$ cat src/rtl/npu_load_sequencer.sv
// Avalon-MM load/run sequencer for the NPU: steers DATA writes into image,
// conv and dense RAMs in order, starts the NPU and reports status/irq.
module npu_load_sequencer #(
    parameter int IMG_WORDS   = 225,
    parameter int CONV_BYTES  = 18816,
    parameter int DENSE_WORDS = 4204
) (
    input  logic        clk,
    input  logic        reset,
    input  logic        chipselect,
    input  logic        write,
    input  logic        read,
    input  logic [1:0]  address,
    input  logic [31:0] writedata,
    output logic [31:0] readdata,
    output logic [31:0] wdata,
    output logic        we_image,
    output logic [9:0]  image_addr,
    output logic        we_conv,
    output logic [14:0] conv_addr,
    output logic        we_dense,
    output logic [14:0] dense_addr,
    output logic        npu_start,
    input  logic        npu_done,
    output logic        irq
);

    typedef enum logic [2:0] {
        S_IDLE       = 3'd0,
        S_LOAD_IMG   = 3'd1,
        S_LOAD_CONV  = 3'd2,
        S_LOAD_DENSE = 3'd3,
        S_LOADED     = 3'd4,
        S_RUN        = 3'd5,
        S_DONE       = 3'd6
    } state_t;

    state_t      r_state;
    state_t      w_next_state;
    logic [14:0] r_idx;
    logic [15:0] r_count;
    logic        r_err_data;
    logic        r_err_cmd;

    logic w_wr, w_rd, w_ctrl_wr, w_data_wr;
    logic w_abort, w_start, w_run, w_in_load, w_accept, w_last;
    logic w_start_ok, w_run_ok, w_cmd_err, w_done_evt;
    logic [31:0] w_status;

    assign w_wr      = chipselect & write;
    assign w_rd      = chipselect & read;
    assign w_ctrl_wr = w_wr && (address == 2'd0);
    assign w_data_wr = w_wr && (address == 2'd1);
    // ABORT masks the other command bits of the same CTRL write
    assign w_abort   = w_ctrl_wr & writedata[1];
    assign w_start   = w_ctrl_wr & ~writedata[1] & writedata[0];
    assign w_run     = w_ctrl_wr & ~writedata[1] & writedata[2];
    assign w_in_load = (r_state == S_LOAD_IMG) || (r_state == S_LOAD_CONV) ||
                       (r_state == S_LOAD_DENSE);
    assign w_accept  = w_data_wr & w_in_load;

    always_comb begin
        w_last = 1'b0;
        case (r_state)
            S_LOAD_IMG:   w_last = (r_idx == 15'(IMG_WORDS - 1));
            S_LOAD_CONV:  w_last = (r_idx == 15'(CONV_BYTES - 1));
            S_LOAD_DENSE: w_last = (r_idx == 15'(DENSE_WORDS - 1));
            default:      w_last = 1'b0;
        endcase
    end

    assign w_start_ok = w_start && ((r_state == S_IDLE) || (r_state == S_LOADED) ||
                                    (r_state == S_DONE));
    assign w_run_ok   = w_run && !w_start && ((r_state == S_LOADED) || (r_state == S_DONE));
    assign w_cmd_err  = (w_start && !w_start_ok) || (w_run && !w_start && !w_run_ok);
    assign w_done_evt = (r_state == S_RUN) && npu_done && !w_abort;

    always_comb begin
        w_next_state = r_state;
        if (w_abort) begin
            w_next_state = S_IDLE;
        end else if (w_start_ok) begin
            w_next_state = S_LOAD_IMG;
        end else if (w_run_ok) begin
            w_next_state = S_RUN;
        end else if (w_accept && w_last) begin
            case (r_state)
                S_LOAD_IMG:  w_next_state = S_LOAD_CONV;
                S_LOAD_CONV: w_next_state = S_LOAD_DENSE;
                default:     w_next_state = S_LOADED;
            endcase
        end else if (w_done_evt) begin
            w_next_state = S_DONE;
        end
    end

    always_ff @(posedge clk) begin
        if (reset) r_state <= S_IDLE;
        else       r_state <= w_next_state;
    end

    assign w_status = {23'd0, irq, 2'd0, r_err_cmd, r_err_data, 1'b0, r_state};

    always_ff @(posedge clk) begin
        if (reset) begin
            r_idx      <= '0;
            r_count    <= '0;
            r_err_data <= 1'b0;
            r_err_cmd  <= 1'b0;
            irq        <= 1'b0;
            npu_start  <= 1'b0;
            we_image   <= 1'b0;
            we_conv    <= 1'b0;
            we_dense   <= 1'b0;
            image_addr <= '0;
            conv_addr  <= '0;
            dense_addr <= '0;
            wdata      <= '0;
            readdata   <= '0;
        end else begin
            we_image  <= 1'b0;
            we_conv   <= 1'b0;
            we_dense  <= 1'b0;
            npu_start <= w_run_ok;

            if (w_abort) begin
                r_idx      <= '0;
                r_err_data <= 1'b0;
                r_err_cmd  <= 1'b0;
            end else if (w_start_ok) begin
                r_idx      <= '0;
                r_count    <= '0;
                r_err_data <= 1'b0;
                r_err_cmd  <= 1'b0;
            end else begin
                if (w_cmd_err)               r_err_cmd  <= 1'b1;
                if (w_data_wr && !w_in_load) r_err_data <= 1'b1;
                if (w_accept) begin
                    wdata   <= writedata;
                    r_count <= r_count + 16'd1;
                    r_idx   <= w_last ? 15'd0 : r_idx + 15'd1;
                    case (r_state)
                        S_LOAD_IMG: begin
                            we_image   <= 1'b1;
                            image_addr <= r_idx[9:0];
                        end
                        S_LOAD_CONV: begin
                            we_conv   <= 1'b1;
                            conv_addr <= r_idx;
                        end
                        default: begin
                            we_dense   <= 1'b1;
                            dense_addr <= r_idx;
                        end
                    endcase
                end
            end

            // completion outranks the STATUS-read clear in the same cycle
            if (w_abort)                          irq <= 1'b0;
            else if (w_done_evt)                  irq <= 1'b1;
            else if (w_rd && (address == 2'd2))   irq <= 1'b0;

            if (w_rd) begin
                case (address)
                    2'd2:    readdata <= w_status;
                    2'd3:    readdata <= {16'd0, r_count};
                    default: readdata <= '0;
                endcase
            end
        end
    end

endmodule
$ cat config.mk
export PLATFORM = sky130hd
export DESIGN_NAME = npu_load_sequencer
export DESIGN_NICKNAME = d
export VERILOG_FILES = /design/src/rtl/npu_load_sequencer.sv
export SDC_FILE = /design/constraint.sdc
export NUM_CORES = 1
export LEC_CHECK = 0
export ABC_AREA = 1
export CORE_UTILIZATION = 43
export DETAILED_ROUTE_END_ITERATION = 7
export HOLD_SLACK_MARGIN = 0.02
export PLACE_DENSITY = 0.76
export SYNTH_ARGS = -nofsm -noshare
export SYNTH_HDL_FRONTEND = slang
export SYNTH_SLANG_ARGS = --single-unit
$ cat constraint.sdc
create_clock -name clk -period 1.75 [get_ports clk]
set_clock_uncertainty 0.2 [all_clocks]
set_input_delay 0.35 -clock clk [delete_from_list [all_inputs] [get_ports clk]]
set_output_delay 0.35 -clock clk [all_outputs]
set_load 0.02 [all_outputs]
==> impl_metrics.toml, run 1 <==
[power]
sequential_share_of_power = 0.417
ir_drop_mv = 0.867
power.share.combinational = 0.039
clkPwrFrac = 0.544
power-per-cell-area_mw_per_mm2 = 883
internal-power_uw = 5600
power.switching_fraction = 0.206
total_leakage_power_uw = 0.00353
total_switching_power_uw = 1450

[clocking]
cts_max_path_buffers = 2
holdBufCountCts = 0
htreeDepth = 4
cts_tree = "yes"
clkTransAtPathRegs_ns = 0.06
clock_insertion_delay_worst_skew_ns = 0.41
cts_root_buffer = "sky130_fd_sc_hd__clkbuf_16"
cts_made_buffers = 17
cts_num_sinks = 129

[sta]
layout_worst_path_cycle_share = 0.992
finalCriticalPeriod_ns = 1.74
setup_viol = 0
drv_slew = 0
achievable-frequency_mhz = 576
finalHoldViolations = 0
worst_hold_slack_ns = 0.274
unrepaired_setup_endpoints_after_global_routing = "true"

[synthesis]
synth_seq_cells = 129
synthMostInstantiatedCell = "sky130_fd_sc_hd__nor2_1"
count_of_flip_flops_with_a_built_in_enable_after_synthesis = 0
synth.distinct_cells = 34
ys_async_sr_fraction = 0
synthTopCellsByArea = "sky130_fd_sc_hd__dfxtp_1, sky130_fd_sc_hd__nor2_1, sky130_fd_sc_hd__o21ai_0"
synth_largest_type_area_fraction = 0.488
yosysWarningCount = 0
synth-seq-area-share = 0.488
yosys_most_used_dff = "sky130_fd_sc_hd__dfxtp_1"
netlist.top_cell.by_area = "sky130_fd_sc_hd__dfxtp_1"
synthTopCellsByCount = "sky130_fd_sc_hd__nor2_1, sky130_fd_sc_hd__dfxtp_1, sky130_fd_sc_hd__nand2_1, sky130_fd_sc_hd__o21ai_0, sky130_fd_sc_hd__a21oi_1"
syn_area_per_cell_um2 = 7.59
mappedNetlistArea_mm2 = 0.00529
postSynthCellCount = 697

[drt]
finalWirelength_um = 15500
postRouteAntennaNets = 0
drt_pre_antenna_iters = 6
via_count = 5395
post_drt_via_cell_ratio = 5.16
drt_first_iter_violations = 359
routed_wire_length_per_instance_um = 14.9
drc = 0

[global_route]
grt_ovf = 0
grt_first_pass_wirelength_um = 24300
first_global_vias = 5081
antenna_found_initial = 0
pin_count_of_the_biggest_net_entering_global_routing = 46
grtUsageTotal = 0.241

[worst_setup_path]
worst_r2r_startpoint = "r_state[2]$_SDFFE_PP0P_"
worstPathRequired_ns = 1.87
max_stage_delay_ns = 0.36
worstPathArrival_ns = 1.86
cp_cell_sequence = "buf_4 > nor2_4 > nand2_1 > nand3_1 > nand2_2 > nand3_4 > nand2_4 > buf_12 > nor3b_4"
r2r_cells = 9
reg2reg_setup_slack_ns = 0.01
critical_path.slowest_cell = "sky130_fd_sc_hd__dfxtp_4"
reg2reg_to = "r_idx[8]$_SDFFE_PP0N_"
critPathCapture = "r_idx[8]$_SDFFE_PP0N_"
startpoint = "r_state[2]$_SDFFE_PP0P_"
cp-start-kind = "register"
critPathMaxFanout = 6
path_class = "register to register"
crit_path_end_kind = "register"

[outcome]
result_of_the_run = "finished, final reports clean"

[floorplan]
floorplan.initialDensity = 0.440
ioPinCount = 149
die-height_um = 113
placementRows = 40
die-width_um = 113
dieArea_mm2 = 0.0127
coreArea_mm2 = 0.0120

[cells_and_area]
fin_nets = 928
final_layout_size_suffix_gt1_frac = 0.185
final_cells = 1045
insertedDiodeCount = 0
n_fill_cell = 1023
synthToLayoutAreaGrowth_pct = 50.9
fin_util = 0.664

[hold_path]
worst_hold_path_type = "register to register"

[placed_design]
place.detailed.hpwl_um = 10100
buffer_ports.inserted = 132
globalplace.congestion = 0.879
placedCellCount = 1005

[run]
maxCapViolCount = 0
## cell families after synthesis
kind of cell    count (synthesis)  synth area share
fa+ha+maj                       2           0.00473
compound gates                171             0.174
simple gates                  294             0.239
buf+inv                        95            0.0847
other cells                     1          0.000709
xor+xnor                        5           0.00828
flops                         129             0.488
## critical path, delay by kind of cell (launching register included)
kind,cells,cell delay (ns)
buffers and inverters,2,0.32
and+or+nand+nor,7,0.76
DFF,1,0.36
## routing by layer
| layer | GRT usage | part of all wire | up-vias |
|---|---|---|---|
| met5 | 0 | 0 | - |
| met3 | 0.0573 | 0.058 | 31 |
| met4 | 0.0798 | 0.019 | 0 |
| met2 | 0.423 | 0.51 | 199 |
| li1 | - | - | 2665 |
| met1 | 0.289 | 0.41 | 2500 |
## power groups by stage
stage | combinational [uW] | sequential, uW | clock, uW
after detailed placement | 263 | 3010 | 0
after global placement | 260 | 3010 | 0
after CTS | 262 | 2940 | 3860
final | 277 | 2940 | 3830
after floorplan | 140 | 3010 | 0
after global routing | 299 | 2940 | 4020
## flip-flops by register name, summed over array words and instances, names as in the netlist, 3 cells and up
register / flops
wdata: 32
r_count: 16
readdata: 16
conv_addr: 15
dense_addr: 15
r_idx: 15
image_addr: 10
r_state: 3
## placed cells by master, fill, tap and decap left out, types with 6 or more instances in the layout
cell,n
sky130_fd_sc_hd__dfxtp_1,122
sky130_fd_sc_hd__nor2_1,120
sky130_fd_sc_hd__dlygate4sd2_1,97
sky130_fd_sc_hd__o21ai_0,78
sky130_fd_sc_hd__nand2_1,76
sky130_fd_sc_hd__a21oi_1,63
sky130_fd_sc_hd__buf_4,59
sky130_fd_sc_hd__inv_1,38
sky130_fd_sc_hd__nand3_1,35
sky130_fd_sc_hd__clkdlybuf4s50_1,35
sky130_fd_sc_hd__clkbuf_16,18
sky130_fd_sc_hd__conb_1,16
sky130_fd_sc_hd__nor2_2,12
sky130_fd_sc_hd__a22oi_1,10
sky130_fd_sc_hd__nor2_4,8
sky130_fd_sc_hd__nand2_2,8
sky130_fd_sc_hd__nor3_1,8
sky130_fd_sc_hd__buf_12,8
sky130_fd_sc_hd__nand4_1,7
sky130_fd_sc_hd__a31oi_1,6
sky130_fd_sc_hd__o21ai_1,6
## stage by stage
stage / TNS, ns / setup WS (ns) / instance area, um^2 / power (uW)
2_1_floorplan: 0 / 0.00634 / 5340 / 3150
3_3_place_gp: -48.38 / -0.593 / 7140 / 3270
3_5_place_dp: -53.41 / -0.624 / 7140 / 3270
4_1_cts: 0 / 0.0148 / 7750 / 7070
5_1_grt: -0.243 / -0.0493 / 7980 / 7260
6_report: 0 / 0.0144 / 7980 / 7050
## final cells by class
class	instances	area (um^2)	share of cell area
sequential	129	2600	0.325
multi-input combinational	488	2510	0.314
timing repair buffer	206	1880	0.236
clock buffer	18	429	0.0538
clock inverter	13	210	0.0263
tap	147	184	0.0231
inverter	44	168	0.0210
## how the worst min path moves through the flow
stage                                        from                       to  cells past startpoint
after detailed placement   wdata[19]$_SDFFE_PP0P_   wdata[19]$_SDFFE_PP0P_                      2
after global placement      wdata[9]$_SDFFE_PP0P_    wdata[9]$_SDFFE_PP0P_                      2
after CTS                  wdata[19]$_SDFFE_PP0P_   wdata[19]$_SDFFE_PP0P_                      2
final                      wdata[22]$_SDFFE_PP0P_   wdata[22]$_SDFFE_PP0P_                      2
after global routing       wdata[22]$_SDFFE_PP0P_   wdata[22]$_SDFFE_PP0P_                      2
after floorplan           r_err_data$_SDFFE_PP0P_  r_err_data$_SDFFE_PP0P_                      2
## repair_timing
action / CTS / global route
gates cloned: 2 / 1
gates resized for setup: 115 / 50
setup buffers: 1 / 5
endpoints found under the setup margin: 175 / 59
pin swaps: 9 / 13
(Power assumes the default switching activity.)
==> run 2, diff against run 1 <==
- CORE_UTILIZATION: 43 -> 40
- PLACE_DENSITY: 0.76 -> 0.71
==> run 2 against run 1 <==
  * The run now ends with negative setup slack left
  * Global-route usage increased by 0.23 points
  * Die area increased by 7.4%
  * Sequential power about the same
  * Critical path depth increased by 1
  * Hold slack got worse by 0.00092 ns
  * Wire length increased by 6.4%
  * Highest routed layer unchanged
  * Power decreased by 1.7%
  * Cell count increased by 3.5%
  * Count of clock-buffer cells in the layout increased by 3
==> impl_metrics.toml, run 2 (synthesized netlist as in run 1, its figures left out) <==
[floorplan]
ioPinCount = 149
floorplan.initialDensity = 0.414
dieArea_mm2 = 0.0137
placementRows = 41
coreArea_mm2 = 0.0128
die-height_um = 117
die-width_um = 117

[cells_and_area]
final_cells = 1082
final_layout_size_suffix_gt1_frac = 0.212
layout.cells.most_common_list = "sky130_fd_sc_hd__dfxtp_1, sky130_fd_sc_hd__nor2_1, sky130_fd_sc_hd__dlygate4sd2_1"
mostFrequentLayoutCell = "sky130_fd_sc_hd__dfxtp_1"
final_cell_area_mm2 = 0.00823
largest_reg_flops = 32
layout_top_registers = "wdata (32), r_count (16), readdata (16)"
fin_util = 0.644
max_flop_register = "wdata"
insertedDiodeCount = 0
fin_nets = 939
synthToLayoutAreaGrowth_pct = 55.7

[placed_design]
place.detailed.hpwl_um = 10400
globalplace.congestion = 0.918
placed_cell_area_mm2 = 0.00710
buffer_ports.inserted = 132
pre_cts_slack_ns = -0.795
placedCellCount = 1026

[drt]
postRouteAntennaNets = 0
drt_pre_antenna_iters = 7
via_count = 5575
finalWirelength_um = 16500
route.met2.wl_um = 8570
routed_wire_length_per_instance_um = 15.3
drt_first_iter_violations = 394
post_drt_via_cell_ratio = 5.15
highest-signal-layer = "met4"
wl_met1_um = 6760
met3_wirelength_um = 964
drc = 0

[sta]
achievable-frequency_mhz = 561
finalCriticalPeriod_ns = 1.78
setup-tns-final_ns = -0.0438
drv_slew = 0
layout_worst_path_cycle_share = 1.02
finalHoldViolations = 0
setup_viol = 3
post-route-worst-setup-slack_ns = -0.0331
unrepaired_setup_endpoints_after_global_routing = "true"

[outcome]
result_of_the_run = "complete, but fails checks"
failing_checks = "negative setup slack"

[global_route]
grtUsageTotal = 0.243
first_global_vias = 5387
grt_first_pass_wirelength_um = 25800
antenna_found_initial = 0
pin_count_of_the_biggest_net_entering_global_routing = 57
grt_ovf = 0

[worst_setup_path]
path_class = "register to register"
worstPathRequired_ns = 1.88
cp-start-kind = "register"
crit_path_end_kind = "register"
critPathMaxFanout = 5
worstPathArrival_ns = 1.91

[power]
total_leakage_power_uw = 0.00360
power-per-cell-area_mw_per_mm2 = 841
ir_drop_mv = 0.548

[clocking]
htreeDepth = 4
cts_tree = "yes"
holdBufCountCts = 0
cts_made_buffers = 17
cts_root_buffer = "sky130_fd_sc_hd__clkbuf_16"
clkTransAtPathRegs_ns = 0.06
clock_insertion_delay_worst_skew_ns = 0.42
cts_max_path_buffers = 2
cts_num_sinks = 129

[run]
maxCapViolCount = 0

[hold_path]
worst_hold_path_type = "register to register"
## run 2: cell type report
type,count,area [um^2]
fillers,1037,4540
multi-input cells,489,2610
flip-flops and latches,129,2590
repair buffers,215,2010
clock buffers,21,460
well taps,172,215
inverters,44,180
clock inverters,11,160
repair inverters,1,8.76
## run 2: report_power, final
| group | total (uW) | internal (uW) | switching, uW |
|---|---|---|---|
| sequential | 2940 | 2940 | 1.91 |
| combinational | 276 | 126 | 150 |
| clock | 3710 | 2440 | 1260 |
| total | 6930 | 5510 | 1410 |
## run 2: path summary, 6_finish.rpt
kind / from / to / slack (ns) / cells after the start
setup / recovery: r_state[1]$_SDFFE_PP0P_ / dense_addr[3]$_SDFFE_PP0P_ / -0.03 / 10
hold / removal: wdata[25]$_SDFFE_PP0P_ / wdata[25]$_SDFFE_PP0P_ / 0.27 / 2
setup reg to reg: r_state[1]$_SDFFE_PP0P_ / dense_addr[3]$_SDFFE_PP0P_ / -0.03 / 10
hold reg to reg: wdata[25]$_SDFFE_PP0P_ / wdata[25]$_SDFFE_PP0P_ / 0.27 / 2
## run 2: through the flow
stage,power (uW),hold WS (ns)
after CTS,6950,0.282
after detailed placement,3260,0.275
final,6930,0.273
after global placement,3260,0.262
after global routing,7120,0.307
after floorplan,3150,0.252
## run 2: layer usage
metal	up-vias	track usage
met5	-	0
met4	0	0.0743
met3	28	0.0561
met2	201	0.452
met1	2665	0.275
li1	2681	-
## run 2: timing repair
item | in CTS | in global routing
cloned | 7 | 2
pin swaps | 13 | 17
buffers inserted | 10 | 5
setup endpoints to repair | 166 | 61
resized for setup | 137 | 81
## run 2: worst max-delay path, stage by stage, from the launching register on
cell and delay [ns]:
sky130_fd_sc_hd__dfxtp_2 0.33, sky130_fd_sc_hd__buf_6 0.13, sky130_fd_sc_hd__nand2_4 0.06, sky130_fd_sc_hd__buf_6 0.10
sky130_fd_sc_hd__nor2_4 0.05, sky130_fd_sc_hd__inv_4 0.07, sky130_fd_sc_hd__nand2_1 0.09, sky130_fd_sc_hd__nor2_4 0.22
sky130_fd_sc_hd__buf_6 0.17, sky130_fd_sc_hd__o21ai_1 0.08, sky130_fd_sc_hd__a21oi_1 0.19
